## config.mk

```make
export PLATFORM = sky130hd
export DESIGN_NAME = avalon_pio_bank
export DESIGN_NICKNAME = d
export VERILOG_FILES = /design/src/rtl/avalon_pio_bank.sv
export SDC_FILE = /design/constraint.sdc
export NUM_CORES = 1
export LEC_CHECK = 0
export ABC_AREA = 1
export CAP_MARGIN = 20
export CORE_UTILIZATION = 25
export CTS_BUF_LIST = sky130_fd_sc_hd__clkbuf_16
export DETAILED_ROUTE_END_ITERATION = 12
export SLEW_MARGIN = 20
export SYNTH_ARGS = -nofsm -noshare
export SYNTH_HDL_FRONTEND = slang
export SYNTH_SLANG_ARGS = --single-unit
```

## constraint.sdc

```tcl
create_clock -name clk_clk -period 1.5 [get_ports clk_clk]
set_input_delay 0.3 -clock clk_clk [delete_from_list [all_inputs] [get_ports clk_clk]]
set_output_delay 0.3 -clock clk_clk [all_outputs]
set_load 0.02 [all_outputs]
```

## src/rtl/avalon_pio_bank.sv

```systemverilog
// avalon_pio_bank
//   Avalon-MM slave with a bank of double-buffered output channels and a
//   small edge-capturing key input port with a level interrupt.
//
//   Register map (word addresses):
//     0 .. NUM_CH-1  SHADOW[i]  staging value for channel i (DATA_W bits, zero-extended)
//     NUM_CH         CTRL       bit1 AUTO (r/w), bit0 COMMIT (write-1 pulse, reads 0)
//     NUM_CH+1       EDGE       captured rising edges of key_in, write 1 to clear
//     NUM_CH+2       MASK       interrupt enable per key bit
//     NUM_CH+3       INDATA     synchronized key_in (read only)
//     above          reads 0, writes ignored
//   Every writable register honours avs_byteenable.
//
//   Ports:
//     clk_clk, reset_reset_n        clock, async active-low reset
//     avs_address/read/write/...    Avalon-MM slave, fixed one-cycle read latency
//     avs_readdata/readdatavalid    read response
//     key_in                        asynchronous key inputs
//     irq                           registered OR(EDGE & MASK)
//     ch_export                     active channel values, channel i at [i*DATA_W +: DATA_W]
module avalon_pio_bank #(
  parameter int NUM_CH = 4,
  parameter int DATA_W = 32,
  parameter int IN_W   = 2,
  localparam int ADDR_W = $clog2(NUM_CH + 4)
) (
  input  logic                     clk_clk,
  input  logic                     reset_reset_n,
  input  logic [ADDR_W-1:0]        avs_address,
  input  logic                     avs_read,
  input  logic                     avs_write,
  input  logic [31:0]              avs_writedata,
  input  logic [3:0]               avs_byteenable,
  output logic [31:0]              avs_readdata,
  output logic                     avs_readdatavalid,
  input  logic [IN_W-1:0]          key_in,
  output logic                     irq,
  output logic [NUM_CH*DATA_W-1:0] ch_export
);

  localparam logic [ADDR_W-1:0] ADDR_CTRL   = ADDR_W'(NUM_CH);
  localparam logic [ADDR_W-1:0] ADDR_EDGE   = ADDR_W'(NUM_CH + 1);
  localparam logic [ADDR_W-1:0] ADDR_MASK   = ADDR_W'(NUM_CH + 2);
  localparam logic [ADDR_W-1:0] ADDR_INDATA = ADDR_W'(NUM_CH + 3);

  logic [DATA_W-1:0] shadow_q      [NUM_CH];
  logic [DATA_W-1:0] active_q      [NUM_CH];
  logic [DATA_W-1:0] shadow_merged [NUM_CH];
  logic [NUM_CH-1:0] shadow_wr;

  logic              auto_q, auto_d;
  logic              wr_ctrl, wr_edge, wr_mask, commit;
  logic [31:0]       be_mask, ctrl_rd, rd_mux;
  logic [31:0]       rd_data_q;
  logic              rd_valid_q;
  logic              irq_q;

  logic [IN_W-1:0]   key_meta_q, key_sync_q, key_prev_q;
  logic [2:0]        sample_ok_q;
  logic [IN_W-1:0]   edge_q, mask_q, rise, edge_clr, edge_d, mask_d;

  // Bus handshake: no waitrequest, every request is accepted in the cycle
  // it is presented. A read presented in cycle N returns data in cycle N+1
  // with avs_readdatavalid high for exactly that cycle; readdata is forced
  // to 0 whenever readdatavalid is low. A read and write in the same cycle
  // are both performed and the read sees the value from before the write.

  assign be_mask = {{8{avs_byteenable[3]}}, {8{avs_byteenable[2]}},
                    {8{avs_byteenable[1]}}, {8{avs_byteenable[0]}}};

  always_comb begin
    for (int i = 0; i < NUM_CH; i++) begin
      shadow_wr[i]     = avs_write && (avs_address == ADDR_W'(i));
      // Bits at or above DATA_W fall away in the truncating cast.
      shadow_merged[i] = DATA_W'((32'(shadow_q[i]) & ~be_mask) | (avs_writedata & be_mask));
    end
  end

  assign wr_ctrl = avs_write && (avs_address == ADDR_CTRL);
  assign wr_edge = avs_write && (avs_address == ADDR_EDGE);
  assign wr_mask = avs_write && (avs_address == ADDR_MASK);
  assign commit  = wr_ctrl && avs_byteenable[0] && avs_writedata[0];
  assign auto_d  = (wr_ctrl && avs_byteenable[0]) ? avs_writedata[1] : auto_q;
  assign ctrl_rd = {30'd0, auto_q, 1'b0};

  // key_prev only holds a real synchronized sample from the third clock
  // after reset on; before that a key already high would look like a rise.
  assign rise     = sample_ok_q[2] ? (key_sync_q & ~key_prev_q) : '0;
  assign edge_clr = wr_edge ? IN_W'(avs_writedata & be_mask) : '0;
  // A fresh rise wins over a clear of the same bit.
  assign edge_d   = (edge_q & ~edge_clr) | rise;
  assign mask_d   = wr_mask ? IN_W'((32'(mask_q) & ~be_mask) | (avs_writedata & be_mask))
                            : mask_q;

  always_comb begin
    rd_mux = '0;
    for (int i = 0; i < NUM_CH; i++) begin
      if (avs_address == ADDR_W'(i)) rd_mux = 32'(shadow_q[i]);
    end
    if (avs_address == ADDR_CTRL)   rd_mux = ctrl_rd;
    if (avs_address == ADDR_EDGE)   rd_mux = 32'(edge_q);
    if (avs_address == ADDR_MASK)   rd_mux = 32'(mask_q);
    if (avs_address == ADDR_INDATA) rd_mux = 32'(key_sync_q);
  end

  // Channel storage. Only one address is written per cycle, so a commit
  // never coincides with a shadow write and always copies settled values.
  always_ff @(posedge clk_clk or negedge reset_reset_n) begin
    if (!reset_reset_n) begin
      for (int i = 0; i < NUM_CH; i++) begin
        shadow_q[i] <= '0;
        active_q[i] <= '0;
      end
    end else begin
      for (int i = 0; i < NUM_CH; i++) begin
        if (shadow_wr[i]) shadow_q[i] <= shadow_merged[i];
        if (commit) active_q[i] <= shadow_q[i];
        else if (shadow_wr[i] && auto_q) active_q[i] <= shadow_merged[i];
      end
    end
  end

  // Control, key capture, interrupt and read response.
  always_ff @(posedge clk_clk or negedge reset_reset_n) begin
    if (!reset_reset_n) begin
      auto_q      <= 1'b0;
      key_meta_q  <= '0;
      key_sync_q  <= '0;
      key_prev_q  <= '0;
      sample_ok_q <= '0;
      edge_q      <= '0;
      mask_q      <= '0;
      irq_q       <= 1'b0;
      rd_valid_q  <= 1'b0;
      rd_data_q   <= '0;
    end else begin
      auto_q      <= auto_d;
      key_meta_q  <= key_in;
      key_sync_q  <= key_meta_q;
      key_prev_q  <= key_sync_q;
      sample_ok_q <= {sample_ok_q[1:0], 1'b1};
      edge_q      <= edge_d;
      mask_q      <= mask_d;
      irq_q       <= |(edge_q & mask_q);
      rd_valid_q  <= avs_read;
      rd_data_q   <= avs_read ? rd_mux : '0;
    end
  end

  for (genvar g = 0; g < NUM_CH; g++) begin : g_ch
    assign ch_export[g*DATA_W +: DATA_W] = active_q[g];
  end

  assign irq               = irq_q;
  assign avs_readdata      = rd_data_q;
  assign avs_readdatavalid = rd_valid_q;

endmodule

```

==> results.json <==
{
  "first_pass_iters": 5,
  "track_usage": 0.1830,
  "finClkSkew_ns": 0.009572,
  "synth.net_count": 1544,
  "power.leakage_uw": 0.008128,
  "fin_crit_ns": 1.478,
  "syn_area_mm2": 0.01333,
  "worstPathCellList": "buf_2",
  "drtAntennaViolNets": 0,
  "drt_iter0_drc": 1208,
  "max-cap-violations": 0,
  "crit_fanout": 1,
  "placed_cells": 2423,
  "post-route-drc-count": 0,
  "clock_tree.buffer_depth": 3,
  "vdd_drop_max_mv": 0.9214,
  "relSlewSlack": 0.6556,
  "cp_slowest_cell": "dfrtp_1",
  "core_area_mm2": 0.05266,
  "fill_cells": 5359,
  "synth_cell_types": 30,
  "synth_warnings": 0,
  "rsz0062_at_grt": "true",
  "utilization": 0.3342,
  "worstMarginPinSlew_ns": 0.5161,
  "die_w_um": 232.9,
  "synth_top_area_share": 0.5707,
  "critical_path_class": "reg -> out",
  "cts.sinks": 304,
  "wirelength_um": 50480,
  "ys.flop_type": "dfrtp_1",
  "hold_path.class": "in -> reg",
  "cp.arrival_ns": 1.18,
  "numPortBuffers": 206,
  "cts-buffers-inserted": 31,
  "drive_gt1_frac": 0.2083,
  "synthCells": 1499,
  "grt_pass1_wl_um": 75080,
  "setup_viol": 0,
  "ioPinCount": 207,
  "overflow": 0,
  "ys_seq_elements": 304,
  "preCtsSetupSlack_ns": -0.6318,
  "hold_viol_final": 0,
  "clk_pin_slew_ns": 0.07,
  "cpPeakStageDelay_ns": 0.42,
  "critPathTopFamily": "flip-flops",
  "rows": 84,
  "cp-end-kind": "primary output",
  "synthesis.area_per_instance_um2": 8.892,
  "cp_num_buf_inv": 1,
  "cts_max_level": 1,
  "max_freq_ghz": 0.6764,
  "tritoncts": "built",
  "yosysSeqAreaShare": 0.5707,
  "slew_violations": 0,
  "grt_antenna_before_repair": 1,
  "grt_pass1_vias": 11810,
  "status": "completed",
  "synth_area_leader_cell": "dfrtp_1",
  "fin_crit_sh": 0.9855,
  "crit_path_start_kind": "flip-flop",
  "synthTopCellsByArea": "dfrtp_1 57%, o21ai_0 9.5%, nand2_1 8.1%",
  "cts-root-buf": "clkbuf_16",
  "powerDensity_mw_per_mm2": 1563,
  "design.die.area_mm2": 0.05424,
  "areaGrowthSynthToFinish_pct": 32.02,
  "routedWlPerCell_um": 20.28,
  "vias_per_cell": 4.857,
  "finalNonFillerCells": 2489,
  "dp_hpwl_um": 36250,
  "postSynth.asyncResetShare": 1.000,
  "final_nets": 1824,
  "vias": 12090,
  "grt_start_max_net_pins": 65,
  "clk_latency_ns": 0.58,
  "die_h_um": 232.9,
  "synth_edf_count": 0,
  "place_congestion": 0.8955,
  "critPathRequiredTime_ns": 1.20,
  "initial_core_util": 0.2531,
  "power_uw": 27500,
  "setup_slack_ns": 0.02168
}
[worst paths after layout]
check | slack [ns] | start | cells after the start | endpoint
worst max-delay path | 0.02 | avs_readdata[8] | 1 | avs_readdata[8]
max in group asynchronous | 0.67 | reset_reset_n | 3 | ch_export[11]
worst min-delay path | 0.16 | key_in[0] | 1 | key_meta_q[0]
worst max register to register | 0.14 | auto_q | 6 | ch_export[90]
worst min register to register | 0.34 | sample_ok_q[0] | 0 | sample_ok_q[1]
min in group asynchronous | 0.17 | reset_reset_n | 2 | ch_export[5]
[Yosys cell counts, types with 5 or more instances]
cell      number
inv_2          6
clkbuf_1      52
a211oi_1       7
inv_1        135
buf_6          5
buf_4          8
a211oi_2       5
o21ai_0      254
nand3_1        7
nor2_1       111
o211ai_1      54
dfrtp_1      304
nand2_2        7
a21oi_1      118
nand2_1      287
buf_2         22
o22ai_1       63
a22oi_1       30
[state kept, by name, indices dropped and copies added, names as in the netlist, named ones only]
| signal | flops |
|---|---|
| edge_q | 2 |
| ch_export | 128 |
| key_meta_q | 2 |
| avs_readdata | 32 |
| key_sync_q | 2 |
| key_prev_q | 2 |
| irq | 1 |
| avs_readdatavalid | 1 |
| sample_ok_q | 3 |
| shadow_q | 128 |
| auto_q | 1 |
[worst reg2reg max path, stage by stage, from the launching register on]
cell      delay, ns
dfrtp_2        0.50
nand2_1        0.18
buf_12         0.17
inv_1          0.07
buf_4          0.17
nand2_1        0.07
o211ai_1       0.09
[logic make-up (layout without fill, tap and decap cells)]
logic type | count (synthesis) | count (layout) | synth area share
multiplexers | 2 | 2 | 0.001690
flip-flops | 304 | 304 | 0.5707
buffers and inverters | 232 | 532 | 0.07350
AO/OA/AOI/OAI | 538 | 538 | 0.2289
AND/OR/NAND/NOR | 422 | 423 | 0.1248
other | 1 | 2 | 0.0002813
[what timing repair did]
item	CTS	global route
pin swaps	1	3
endpoints found under the hold margin	304	0
buffers inserted	6	3
setup endpoints to repair	178	152
gates cloned	1	0
hold buffers	1	0
resized for setup	687	35
[per-layer routing]
| layer | global-route usage | up-vias | share of wire |
|---|---|---|---|
| met5 | 0 | - | 0 |
| met3 | 0.04571 | 64 | 0.091 |
| li1 | - | 5614 | - |
| met2 | 0.2773 | 463 | 0.45 |
| met1 | 0.2538 | 5947 | 0.44 |
| met4 | 0.05821 | 0 | 0.024 |
[stage by stage]
step | cell area [um^2] | hold slack (ns) | TNS, ns
2_1_floorplan | 13330 | 0.004409 | 0
3_3_place_gp | 17220 | 0.1827 | -136.50
3_5_place_dp | 17220 | 0.1819 | -140.33
4_1_cts | 17510 | 0.1395 | -0.01764
5_1_grt | 17600 | 0.1470 | -0.2721
6_report | 17600 | 0.1570 | 0
[power by group]
part / total (uW) / switching [uW] / leakage [uW] / internal, uW
sequential: 12200 / 1770 / 0.00372 / 10400
combinational: 7970 / 5080 / 0.00393 / 2890
clock: 7370 / 3330 / 0.000480 / 4040
[final cells by class]
class	count	area, um^2	share of cell area
Multi-Input combinational cell	964	4810	0.2733
Antenna cell	1	2.502	0.0001422
Tap cell	688	860.8	0.04892
Timing Repair Buffer	336	2844	0.1616
Inverter	142	545.5	0.03100
Sequential cell	304	7614	0.4327
Clock inverter	23	145.1	0.008248
Clock buffer	31	775.7	0.04408
[cell usage in the layout (no fill, tap or decap), drive strengths merged]
| master | count |
|---|---|
| a211oi | 12 |
| a21oi | 122 |
| a22oi | 30 |
| buf | 291 |
| bufinv | 2 |
| clkbuf | 32 |
| clkdlybuf4s50 | 39 |
| clkinv | 11 |
| clkinvlp | 1 |
| conb | 1 |
| dfrtp | 304 |
| diode | 1 |
| dlygate4sd3 | 1 |
| dlymetal6s2s | 4 |
| inv | 151 |
| mux2 | 2 |
| nand2 | 296 |
| nand3 | 8 |
| nand4 | 2 |
| nor2 | 117 |
| o211ai | 54 |
| o21ai | 257 |
| o22ai | 63 |
No activity file was read; power rests on OpenSTA's default activity.
